==> config.mk <==
export PLATFORM = sky130hd
export DESIGN_NAME = fpsu_div_arb
export DESIGN_NICKNAME = d
export VERILOG_FILES = /design/src/rtl/fpsu_div_pkg.sv /design/src/rtl/fpsu_rr_pick3.sv /design/src/rtl/fpsu_div_arb.sv
export SDC_FILE = /design/constraint.sdc
export NUM_CORES = 1
export LEC_CHECK = 0
export CORE_AREA = 2 2 315 317
export CTS_CLUSTER_DIAMETER = 120
export CTS_CLUSTER_SIZE = 28
export DETAILED_ROUTE_END_ITERATION = 8
export DIE_AREA = 0 0 317 319
export PLACE_DENSITY_LB_ADDON = 0.1
export SETUP_SLACK_MARGIN = 0.05
export SLEW_MARGIN = 10
export SYNTH_ARGS = -nofsm -noshare
export SYNTH_HDL_FRONTEND = slang
export SYNTH_SLANG_ARGS = --single-unit
==> constraint.sdc <==
create_clock -name clk -period 2.5 [get_ports clk]
set_clock_uncertainty 0.1 [all_clocks]
set_input_delay 0.375 -clock clk [delete_from_list [all_inputs] [get_ports clk]]
set_output_delay 0.375 -clock clk [all_outputs]
set_load 0.01 [all_outputs]
==> src/rtl/fpsu_div_pkg.sv <==
// Shared types and constants for the FP divide/sqrt arbiter.
package fpsu_div_pkg;

   localparam int LANE_N = 3;
   localparam int TAG_W  = 2;
   localparam logic [13:0] RET_TIMEOUT_FLAG = 14'h2000;

   typedef enum logic [1:0] {IDLE, ISSUE, WAIT, RET} div_state_t;

   // Reduce a small lane sum (0..5) back into the 0..2 lane range.
   function automatic logic [1:0] lane_wrap(input logic [2:0] v);
      return (v >= 3'd3) ? 2'(v - 3'd3) : v[1:0];
   endfunction

endpackage

==> src/rtl/fpsu_rr_pick3.sv <==
// Combinational 3-way round-robin picker: first requester at or above ptr, wrapping 2->0.
module fpsu_rr_pick3
   import fpsu_div_pkg::*;
(
   input  logic [2:0] req,
   input  logic [1:0] ptr,
   output logic [2:0] gnt,
   output logic [1:0] idx,
   output logic       any
);

   logic [1:0] cand [LANE_N];

   genvar gi;
   generate
      for (gi = 0; gi < LANE_N; gi++) begin : g_cand
         assign cand[gi] = lane_wrap({1'b0, ptr} + 3'(gi));
      end
   endgenerate

   // Walk candidates from lowest priority to highest so the nearest requester wins.
   always_comb begin
      idx = '0;
      for (int k = LANE_N - 1; k >= 0; k--) begin
         if (req[cand[k]]) begin
            idx = cand[k];
         end
      end
   end

   assign any = |req;
   assign gnt = any ? (3'b001 << idx) : 3'b000;

endmodule

==> src/rtl/fpsu_div_arb.sv <==
// Shares one iterative FP divide/sqrt engine between lanes u1/u3/u5 with round-robin grant.
// Optional watchdog enabled by defining FPSU_DIV_ARB_TIMEOUT_EN.
module fpsu_div_arb
   import fpsu_div_pkg::*;
#(
   parameter int SIMD_WIDTH = 68,
   parameter int OP_W       = 21,
   parameter int TIMEOUT    = 255
) (
   input  logic                           clk,
   input  logic                           rst,
   input  logic [LANE_N-1:0]              lane_req,
   input  logic [LANE_N*SIMD_WIDTH-1:0]   lane_A,
   input  logic [LANE_N*SIMD_WIDTH-1:0]   lane_B,
   input  logic [LANE_N*OP_W-1:0]         lane_op,
   input  logic [LANE_N-1:0]              lane_flush,
   output logic [LANE_N-1:0]              lane_gnt,
   output logic                           div_start,
   output logic [SIMD_WIDTH-1:0]          div_A,
   output logic [SIMD_WIDTH-1:0]          div_B,
   output logic [OP_W-1:0]                div_op,
   output logic [TAG_W-1:0]               div_tag,
   input  logic                           div_done,
   input  logic [TAG_W-1:0]               div_done_tag,
   input  logic [SIMD_WIDTH-1:0]          div_res,
   input  logic [13:0]                    div_ret,
   output logic [LANE_N-1:0]              lane_res_en,
   output logic [SIMD_WIDTH-1:0]          lane_res,
   output logic [13:0]                    lane_ret,
   output logic                           busy
);

   logic [SIMD_WIDTH-1:0] a_lane  [LANE_N];
   logic [SIMD_WIDTH-1:0] b_lane  [LANE_N];
   logic [OP_W-1:0]       op_lane [LANE_N];

   genvar gi;
   generate
      for (gi = 0; gi < LANE_N; gi++) begin : g_unpack
         assign a_lane[gi]  = lane_A[SIMD_WIDTH*gi +: SIMD_WIDTH];
         assign b_lane[gi]  = lane_B[SIMD_WIDTH*gi +: SIMD_WIDTH];
         assign op_lane[gi] = lane_op[OP_W*gi +: OP_W];
      end
   endgenerate

   div_state_t            state_reg, state_next;
   logic [1:0]            owner_reg;
   logic [1:0]            rr_ptr_reg;
   logic [TAG_W-1:0]      tag_reg;
   logic                  killed_reg;
   logic [SIMD_WIDTH-1:0] a_reg, b_reg, res_reg;
   logic [OP_W-1:0]       op_reg;
   logic [13:0]           ret_reg;

   logic [2:0] pick_gnt;
   logic [1:0] pick_idx;
   logic       pick_any;

   // A lane being flushed this cycle cannot win the grant.
   fpsu_rr_pick3 u_pick (
      .req (lane_req & ~lane_flush),
      .ptr (rr_ptr_reg),
      .gnt (pick_gnt),
      .idx (pick_idx),
      .any (pick_any)
   );

   logic done_hit, owner_flush, timeout_hit;
   assign done_hit    = (state_reg == WAIT) && div_done && (div_done_tag == tag_reg);
   assign owner_flush = lane_flush[owner_reg];

`ifdef FPSU_DIV_ARB_TIMEOUT_EN
   logic [7:0] wd_cnt_reg;
   assign timeout_hit = (state_reg == WAIT) && (wd_cnt_reg == 8'(TIMEOUT - 1));

   always_ff @(posedge clk) begin
      if (rst || state_reg == ISSUE) begin
         wd_cnt_reg <= '0;
      end else if (state_reg == WAIT) begin
         wd_cnt_reg <= wd_cnt_reg + 8'd1;
      end
   end
`else
   logic [7:0] unused_timeout;
   assign unused_timeout = 8'(TIMEOUT);
   assign timeout_hit    = 1'b0;
`endif

   always_comb begin
      state_next  = state_reg;
      lane_gnt    = '0;
      div_start   = 1'b0;
      lane_res_en = '0;
      unique case (state_reg)
         IDLE: begin
            if (pick_any && !rst) begin
               lane_gnt   = pick_gnt;
               state_next = ISSUE;
            end
         end
         ISSUE: begin
            div_start  = 1'b1;
            state_next = WAIT;
         end
         WAIT: begin
            if (done_hit || timeout_hit) begin
               state_next = RET;
            end
         end
         RET: begin
            if (!killed_reg && !owner_flush) begin
               lane_res_en = 3'b001 << owner_reg;
            end
            state_next = IDLE;
         end
         default: state_next = IDLE;
      endcase
   end

   always_ff @(posedge clk) begin
      if (rst) begin
         state_reg  <= IDLE;
         owner_reg  <= '0;
         rr_ptr_reg <= '0;
         tag_reg    <= '0;
         killed_reg <= 1'b0;
         a_reg      <= '0;
         b_reg      <= '0;
         op_reg     <= '0;
         res_reg    <= '0;
         ret_reg    <= '0;
      end else begin
         state_reg <= state_next;
         unique case (state_reg)
            IDLE: begin
               if (pick_any) begin
                  owner_reg <= pick_idx;
                  a_reg     <= a_lane[pick_idx];
                  b_reg     <= b_lane[pick_idx];
                  op_reg    <= op_lane[pick_idx];
               end
            end
            ISSUE: begin
               if (owner_flush) killed_reg <= 1'b1;
            end
            WAIT: begin
               if (owner_flush) killed_reg <= 1'b1;
               // A real completion wins over a watchdog expiry in the same cycle.
               if (done_hit) begin
                  res_reg <= div_res;
                  ret_reg <= div_ret;
               end else if (timeout_hit) begin
                  res_reg <= '0;
                  ret_reg <= RET_TIMEOUT_FLAG;
               end
            end
            RET: begin
               tag_reg    <= tag_reg + 1'b1;
               rr_ptr_reg <= lane_wrap({1'b0, owner_reg} + 3'd1);
               killed_reg <= 1'b0;
            end
            default: ;
         endcase
      end
   end

   assign div_A    = a_reg;
   assign div_B    = b_reg;
   assign div_op   = op_reg;
   assign div_tag  = tag_reg;
   assign lane_res = res_reg;
   assign lane_ret = ret_reg;
   assign busy     = (state_reg != IDLE);

endmodule
# After elaboration in Yosys (flattened, before gate mapping)
# Index checks and enable logic that the tools add are counted.
# word_totals
reg_bits,248
inputBits,564
wordCells,90
# op_classes
addsub,8
order_cmp,9
n_eq_ne,7
n_shift,2
muxes,35
n_bitwise,3
n_reduce_logical,16
# ops
operator,n
$bmux 68 s2,2
$mux 68,4
$bmux 21 s2,1
$mux 21,2
$mux 2,9
$mux 3,5
$lt 2x3->1 const B,4
$ge 3x2->1 const B,3
$bmux 1 s2,4
$pmux 2 s4,1
$reduce_and 2->1,4
$sub 2x2->2 const B,4
$add 2x1->3 const B,2
$mux 1,6
$shl 1x2->3 const A,2
$eq 2x2->1 const B,2
$logic_and 1x1->1,4
$ne 2x2->1 const B,2
$reduce_bool 2->1,2
$add 2x2->3 const B,1
$and 3x3->3,1
$ge 3x3->1 const B,1
$logic_not 1->1,3
$not 2->3,1
other kinds (10),10

# Depth between registers and ports, before layout
# Gate-level depths: netlist of run 1.
# logic_depth
word_depth,12
depth_mapped,11

# Cells and area by module
# Synthesis of run 1 repeated with hierarchy kept, for this count alone.
# unflattened
hier_cells,1505
area_unflattened_um2,12634.6
# by_module_without_submodules
module,n_inst,cells_each,area_per_inst_um2,seq_area_each_um2
fpsu_div_arb,1,1478,12445.7,4964.8
fpsu_rr_pick3,1,27,188.9,0.0

# Worst setup path after synthesis of run 1
# Ideal clock, no wire load.
# synth_path
path_kind,register to output
startpoint,register rr_ptr_reg[0]
endpoint,output port lane_gnt[1]
arrival_time_ns,2.191
path_slack_ns,-0.166
path_stages_with_launch,10
path_cell_list,dfxtp_1 -> inv_1 -> ha_1 -> and2b_1 -> a32oi_2 -> or4b_1 -> buf_2 -> buf_6 -> buf_6 -> a21boi_1
# synth_via
elab_chain_cells,12
word_cells_on_any_way,24
classes_between,add/sub: 5; order compare: 3; shift: 1; mux: 15
# synth_rtl
element,line_no,source
start: declaration,fpsu_div_arb.sv:48,logic [1:0] rr_ptr_reg;
start signal: assignment,fpsu_div_arb.sv:159,"rr_ptr_reg <= lane_wrap({1'b0, owner_reg} + 3'd1);"
$add 2x2->3,fpsu_rr_pick3.sv:17,"assign cand[gi] = lane_wrap({1'b0, ptr} + 3'(gi));"
$ge 3x2->1 / $sub 2x2->2 (equally long branches),fpsu_div_pkg.sv:12,return (v >= 3'd3) ? 2'(v - 3'd3) : v[1:0];
$mux 2,fpsu_div_pkg.sv:12,
$bmux 1 s2,fpsu_rr_pick3.sv:25,if (req[cand[k]]) begin
$mux 1 (not written as such),fpsu_rr_pick3.sv:25,
$mux 2 (2 in a row),fpsu_rr_pick3.sv:25,
$mux 2 (*),fpsu_rr_pick3.sv:25,
$shl 1x2->3 (*),fpsu_rr_pick3.sv:32,assign gnt = any ? (3'b001 << idx) : 3'b000;
$mux 3 (*),fpsu_rr_pick3.sv:32,
$mux 3 (*),fpsu_div_arb.sv:96,if (pick_any && !rst) begin
$mux 3 (*),fpsu_div_arb.sv:94,unique case (state_reg)
end: declaration,fpsu_div_arb.sv:17,"output logic [LANE_N-1:0] lane_gnt,"
# Every way passes the cells marked *; elsewhere a longest branch is shown, timed or not. The select of a mux whose other input is x is not followed.

# Final worst setup path of run 1
# Ends and elaborated chain as after synthesis.

==> impl_metrics.py, run 1 <==
metrics = {
    "outcome": {
        "outcome": "finished, violations left",
        "violations": "negative setup slack",
    },
    "clocking": {
        "cts-root-buf": "clkbuf_16",
        "numClockSinks": 248,
        "clk_path_buf_depth": 3,
        "cts_inserted_buffers": 21,
        "clock_latency_ns": 0.58,
        "path_clk_slew_ns": 0.11,
        "htreeDepth": 1,
        "cts_tree": "built",
    },
    "floorplanning": {
        "io_pins": 813,
        "die_w_um": 317,
        "start_util": 0.127,
        "die_area_sq_um": 101000,
        "die_h_um": 319,
        "core_sq_um": 97700,
        "rows": 115,
    },
    "place": {
        "hpwl_mm": 67.5,
        "dp.cells": 3654,
        "gp_congestion": 0.837,
        "place_ws_ns": -0.540,
        "portBuffers": 812,
    },
    "routing": {
        "antenna_left": 0,
        "drc": 0,
        "drt-total-wl_mm": 93.3,
        "dr.pass1.iters": 6,
        "drtIter0Drc": 884,
        "wire_per_inst_um": 25.0,
        "viasPerCell": 4.42,
        "vias": 16500,
    },
    "worst_setup_path": {
        "worst_setup_path_end_kind": "output port",
        "crit_fanout": 3,
        "critPathArrivalTime_ns": 2.54,
        "critical_path_class": "reg -> out",
        "startpoint_type": "flop",
        "cp.required_ns": 2.03,
    },
    "final_layout": {
        "layout_commonest_cell": "clkdlybuf4s50_1",
        "multiInputGateArea_sq_um": 6590,
        "fin_cells": 3733,
        "drive_gt1_frac": 0.119,
        "layout_common_cells": "804 x clkdlybuf4s50_1, 245 x dfxtp_1, 240 x a21oi_1, 170 x nand2_1",
        "nets": 2998,
        "register_area_sq_um": 4970,
        "fillerInstances": 10600,
        "synthToLayoutAreaGrowth_pct": 98.3,
    },
    "yosys": {
        "ys_seq_area_frac": 0.399,
        "synth_warnings": 0,
        "synth_xor_area_frac": 0.00282,
        "ys_ff_latch": 248,
        "yosysUniqueCellTypes": 49,
        "yosysTopAreaCell": "dfxtp_1",
        "synthAdderAreaFrac": 0.0111,
        "avgSynthCellArea_sq_um": 7.86,
        "synth_area_sq_um": 12400,
        "synthMuxAreaShare": 0.00241,
        "syn_nets": 2157,
        "synth_top_family_by_area": "compound AO/OA/AOI/OAI gates",
        "synth_top_area_frac": 0.399,
        "ys.flop_type": "dfxtp_1",
        "synth-async-reset-ratio": 0,
        "synthSimpleGateAreaFrac": 0.157,
        "netlist_top_cells_area": "dfxtp_1 40%, a21oi_1 9.7%, o211ai_1 9.5%",
        "postSynthCellCount": 1582,
        "synth_compound_area_frac": 0.345,
        "synth_edf_count": 0,
    },
    "pwr": {
        "p_sw_w": 0.00717,
        "internal_power_w": 0.0109,
        "combPwrFrac": 0.482,
        "ir_drop_uv": 696,
        "seqPwrFrac": 0.303,
        "leakage_nw": 8.60,
        "power_density_nw_per_um2": 733,
        "total_power_w": 0.0181,
        "p_sw_frac": 0.397,
        "pwr-share-clk": 0.216,
    },
    "grt": {
        "grt_remaining_overflow": 0,
        "grt_usage": 0.172,
        "grt_pass1_vias": 16900,
        "antenna_found_initial": 22,
        "grt_max_degree": 159,
        "grt_pass1_wl_mm": 127,
    },
    "sta": {
        "finalHoldViolCount": 0,
        "slew_viol_final": 0,
        "setup_violations": 160,
        "fin_crit_ns": 3.01,
        "worst-slew-pin-transition_ns": 0.914,
        "tns_ns": -40.29,
        "rsz0062_at_grt": "yes",
        "setup_ws_ns": -0.511,
        "relSlewSlack": 0.391,
        "period_share": 1.20,
        "fmax_mhz": 332,
    },
    "worst_hold_path": {
        "hold_path_class": "in -> reg",
    },
    "flow_run": {
        "drv_cap": 0,
    },
}
## final timing paths
kind | to | start | slack, ns | cells past startpoint
worst min register to register | lane_ret[12]$_SDFFE_PP0P_ | lane_ret[12]$_SDFFE_PP0P_ | 0.36 | 2
worst max register to register | div_B[10]$_SDFFE_PP0P_ | rr_ptr_reg[0]$_SDFFE_PP0P_ | -0.35 | 12
worst max-delay path | lane_gnt[1] | rr_ptr_reg[0]$_SDFFE_PP0P_ | -0.51 | 8
worst min-delay path | owner_reg[0]$_SDFFE_PP0P_ | rst | 0.17 | 3
## power groups by stage
| stage | clock (W) | sequential (W) | combinational (W) |
|---|---|---|---|
| floorplan | 0 | 0.00588 | 0.00284 |
| global placement | 0 | 0.00551 | 0.00868 |
| detailed placement | 0 | 0.00552 | 0.00864 |
| CTS | 0.00414 | 0.00546 | 0.00874 |
| global route | 0.00422 | 0.00558 | 0.00938 |
| finish | 0.00390 | 0.00548 | 0.00871 |
## routing by layer
metal | track usage | routed length (um)
met1 | 0.199 | 37200
met2 | 0.308 | 46500
met3 | 0.0531 | 7730
met4 | 0.0314 | 1700
met5 | 0 | 180
## repair_timing
item / in CTS / in global routing
cloned: 8 / 4
gates resized for setup: 55 / 26
endpoints found under the setup margin: 161 / 163
hold buffers: 0 / 0
pin swaps: 16 / 46
setup buffers: 12 / 10
## kinds of logic after synthesis
family                     count (synthesis)
DFF                                      248
muxes                                      3
xor gates and xnor gates                   4
adders and majority gates                 11
AOI/OAI and AO/OA                        723
buffers and inverters                    216
and+or+nand+nor                          377
## worst max-delay path, cell delays in order (launching register included)
cell and delay, ns:
dfxtp_4 0.40, inv_4 0.04, ha_4 0.26, and2b_2 0.17
buf_6 0.10, a32oi_4 0.11, or4b_4 0.56, a21boi_4 0.17
buf_6 0.13
## final cells by class
type                            count  area share
Multi-Input combinational cell   1118       0.267
Timing Repair Buffer             1020       0.432
Clock buffer                       23      0.0220
Tap cell                         1287      0.0653
Sequential cell                   248       0.202
Inverter                           14     0.00233
Antenna cell                        8    0.000812
Clock inverter                     15     0.00822
## through the flow
stage | util | hold slack, ns | area [sq um]
after detailed placement | 0.237 | 0.348 | 23200
after global routing | 0.252 | 0.133 | 24700
final | 0.252 | 0.167 | 24700
after floorplan | - | 0.332 | 12500
after global placement | 0.237 | 0.343 | 23200
after CTS | 0.249 | 0.118 | 24400
## synth_stat cells, drive strengths merged, types with 2 or more instances
| master | number |
|---|---|
| o211ai | 157 |
| xnor2 | 3 |
| o31ai | 2 |
| nand4 | 159 |
| buf | 80 |
| nor4 | 5 |
| and2 | 8 |
| a21oi | 242 |
| nand3 | 4 |
| o21ai | 160 |
| dfxtp | 248 |
| nand3b | 4 |
| inv | 14 |
| nor3 | 2 |
| nor2 | 7 |
| a31oi | 154 |
| clkbuf | 122 |
| ha | 11 |
| mux2i | 3 |
| nor2b | 5 |
| nand2b | 3 |
| nand2 | 171 |
| or3b | 2 |
Power figures use the tool's default switching activity.
==> run 2, diff against run 1 <==
--- a/config.mk
+++ b/config.mk
@@ -11,6 +11,7 @@
 export DETAILED_ROUTE_END_ITERATION = 8
 export DIE_AREA = 0 0 317 319
 export PLACE_DENSITY_LB_ADDON = 0.1
+export RECOVER_POWER = 100
 export SETUP_SLACK_MARGIN = 0.05
 export SLEW_MARGIN = 10
 export SYNTH_ARGS = -nofsm -noshare
==> run 2 against run 1 <==
Against the previous run: the run still ends with negative setup slack left; flip-flop and latch count stayed put; non-clock buffer count stayed put; wire length hardly changed; critical path type unchanged; highest routed layer unchanged.
==> impl_metrics.py, run 2 (synthesis gave the netlist of run 1 again) <==
metrics = {
    "grt": {
        "grt_usage": 0.172,
        "grt_pass1_wl_mm": 127,
        "antenna_found_initial": 22,
        "grt_pass1_vias": 16900,
        "grt_max_degree": 159,
        "grt_remaining_overflow": 0,
    },
    "worst_setup_path": {
        "critical_path_class": "reg -> out",
        "cp.required_ns": 2.03,
        "cp_slowest_cell": "or4b_4",
        "reg2reg_depth": 12,
        "worst_setup_path_end_kind": "output port",
        "cp_slowest_stage_delay_ns": 0.56,
        "critPathArrivalTime_ns": 2.54,
        "startpoint_type": "flop",
        "cpMostUsedCell": "buf_6",
        "crit_fanout": 3,
        "path_cells": "inv_4 > ha_4 > and2b_2 > buf_6 > a32oi_4 > or4b_4 > a21boi_4 > buf_6",
    },
    "routing": {
        "drt-total-wl_mm": 93.3,
        "drtIter0Drc": 865,
        "wire_per_inst_um": 25.0,
        "vias": 16500,
        "dr.pass1.iters": 5,
        "drc": 0,
        "viasPerCell": 4.43,
        "antenna_left": 0,
    },
    "final_layout": {
        "drive_gt1_frac": 0.117,
        "layout_commonest_cell": "clkdlybuf4s50_1",
        "layout_common_cells": "563 x clkdlybuf4s50_1, 245 x dfxtp_1, 241 x dlygate4sd3_1, 240 x a21oi_1, 170 x nand2_1",
        "fin_area_sq_um": 24600,
        "fin_cells": 3733,
        "synthToLayoutAreaGrowth_pct": 98.1,
        "nets": 2998,
        "register_area_sq_um": 4970,
        "fillerInstances": 10600,
        "multiInputGateArea_sq_um": 6590,
    },
    "clocking": {
        "path_clk_slew_ns": 0.11,
        "clk_path_buf_depth": 3,
        "cts_inserted_buffers": 21,
        "clock_latency_ns": 0.58,
        "htreeDepth": 1,
        "cts-root-buf": "clkbuf_16",
        "numClockSinks": 248,
        "cts_tree": "built",
    },
    "sta": {
        "setup_ws_ns": -0.512,
        "fin_crit_ns": 3.01,
        "worst-slew-pin-transition_ns": 1.02,
        "hold_ws_ns": 0.171,
        "relSlewSlack": 0.317,
        "finalHoldViolCount": 0,
        "fmax_mhz": 332,
        "period_share": 1.20,
        "slew_viol_final": 0,
        "rsz0062_at_grt": "yes",
        "setup_violations": 160,
    },
    "floorplanning": {
        "start_util": 0.127,
        "rows": 115,
        "die_h_um": 319,
        "die_w_um": 317,
        "die_area_sq_um": 101000,
        "core_sq_um": 97700,
        "io_pins": 813,
    },
    "place": {
        "gp_congestion": 0.837,
        "placed_area_sq_um": 23200,
        "hpwl_mm": 67.5,
        "portBuffers": 812,
        "dp.cells": 3654,
    },
    "worst_hold_path": {
        "hold_path_class": "in -> reg",
        "hold_depth": 3,
    },
    "pwr": {
        "power_density_nw_per_um2": 717,
        "total_power_w": 0.0177,
        "leakage_nw": 9.24,
        "ir_drop_uv": 697,
    },
    "outcome": {
        "violations": "negative setup slack",
        "outcome": "finished, violations left",
    },
    "flow_run": {
        "drv_cap": 0,
    },
}
==> run 2: changes by cell type in the layout (fill, tap and decap cells not counted) <==
cell	delta
inv_1	+1
clkbuf_4	+1
clkbuf_1	+4
buf_4	-4
clkdlybuf4s50_1	-241
buf_12	-1
dlygate4sd3_1	+241
inv_2	-1
==> run 2: report_power, final <==
part,switching (W),internal [W]
clock,0.00217,0.00173
sequential,0.000505,0.00493
combinational,0.00445,0.00389
==> run 2: routing by layer <==
metal | vias up | part of all wire | track usage
met5 | - | 0.0019 | 0
met4 | 26 | 0.018 | 0.0314
met3 | 90 | 0.084 | 0.0531
met2 | 660 | 0.50 | 0.308
met1 | 8055 | 0.40 | 0.199
li1 | 7702 | - | -
==> run 2: area by class of cell <==
class / count / share of cell area
Sequential cell: 248 / 0.202
Inverter: 14 / 0.00234
Clock inverter: 15 / 0.00823
Antenna cell: 8 / 0.000813
Timing Repair Buffer: 1020 / 0.432
Tap cell: 1287 / 0.0654
Multi-Input combinational cell: 1118 / 0.268
Clock buffer: 23 / 0.0220
==> run 2: final timing paths <==
| check | from | end | slack (ns) |
|---|---|---|---|
| max | rr_ptr_reg[0]$_SDFFE_PP0P_ | lane_gnt[1] | -0.51 |
| min | rst | owner_reg[0]$_SDFFE_PP0P_ | 0.17 |
| max reg2reg | rr_ptr_reg[0]$_SDFFE_PP0P_ | div_B[10]$_SDFFE_PP0P_ | -0.35 |
| min reg2reg | lane_res[4]$_SDFFE_PP0P_ | lane_res[4]$_SDFFE_PP0P_ | 0.36 |
==> run 2: metrics by stage <==
| stage | worst slack (ns) | utilization | TNS (ns) |
|---|---|---|---|
| global route | -0.651 | 0.252 | -58.27 |
| finish | -0.512 | 0.252 | -40.61 |
| floorplan | 0.0358 | - | 0 |
| global placement | -0.626 | 0.237 | -56.11 |
| detailed placement | -0.540 | 0.237 | -57.07 |
| CTS | -0.652 | 0.249 | -46.21 |
==> run 2: what timing repair did <==
item | 4_1_cts | 5_1_grt
endpoints found under the setup margin | 161 | 163
hold buffers | 0 | 0
cloned | 8 | 4
pin swaps | 16 | 46
buffers inserted | 12 | 10
resized for setup | 55 | 26
==> run 2: worst max-delay path, delay by kind of cell (launching register included) <==
kind	cells	cell delay [ns]
simple gates	2	0.73
buf+inv	3	0.27
flops	1	0.40
fa+ha+maj	1	0.26
compound gates	2	0.28
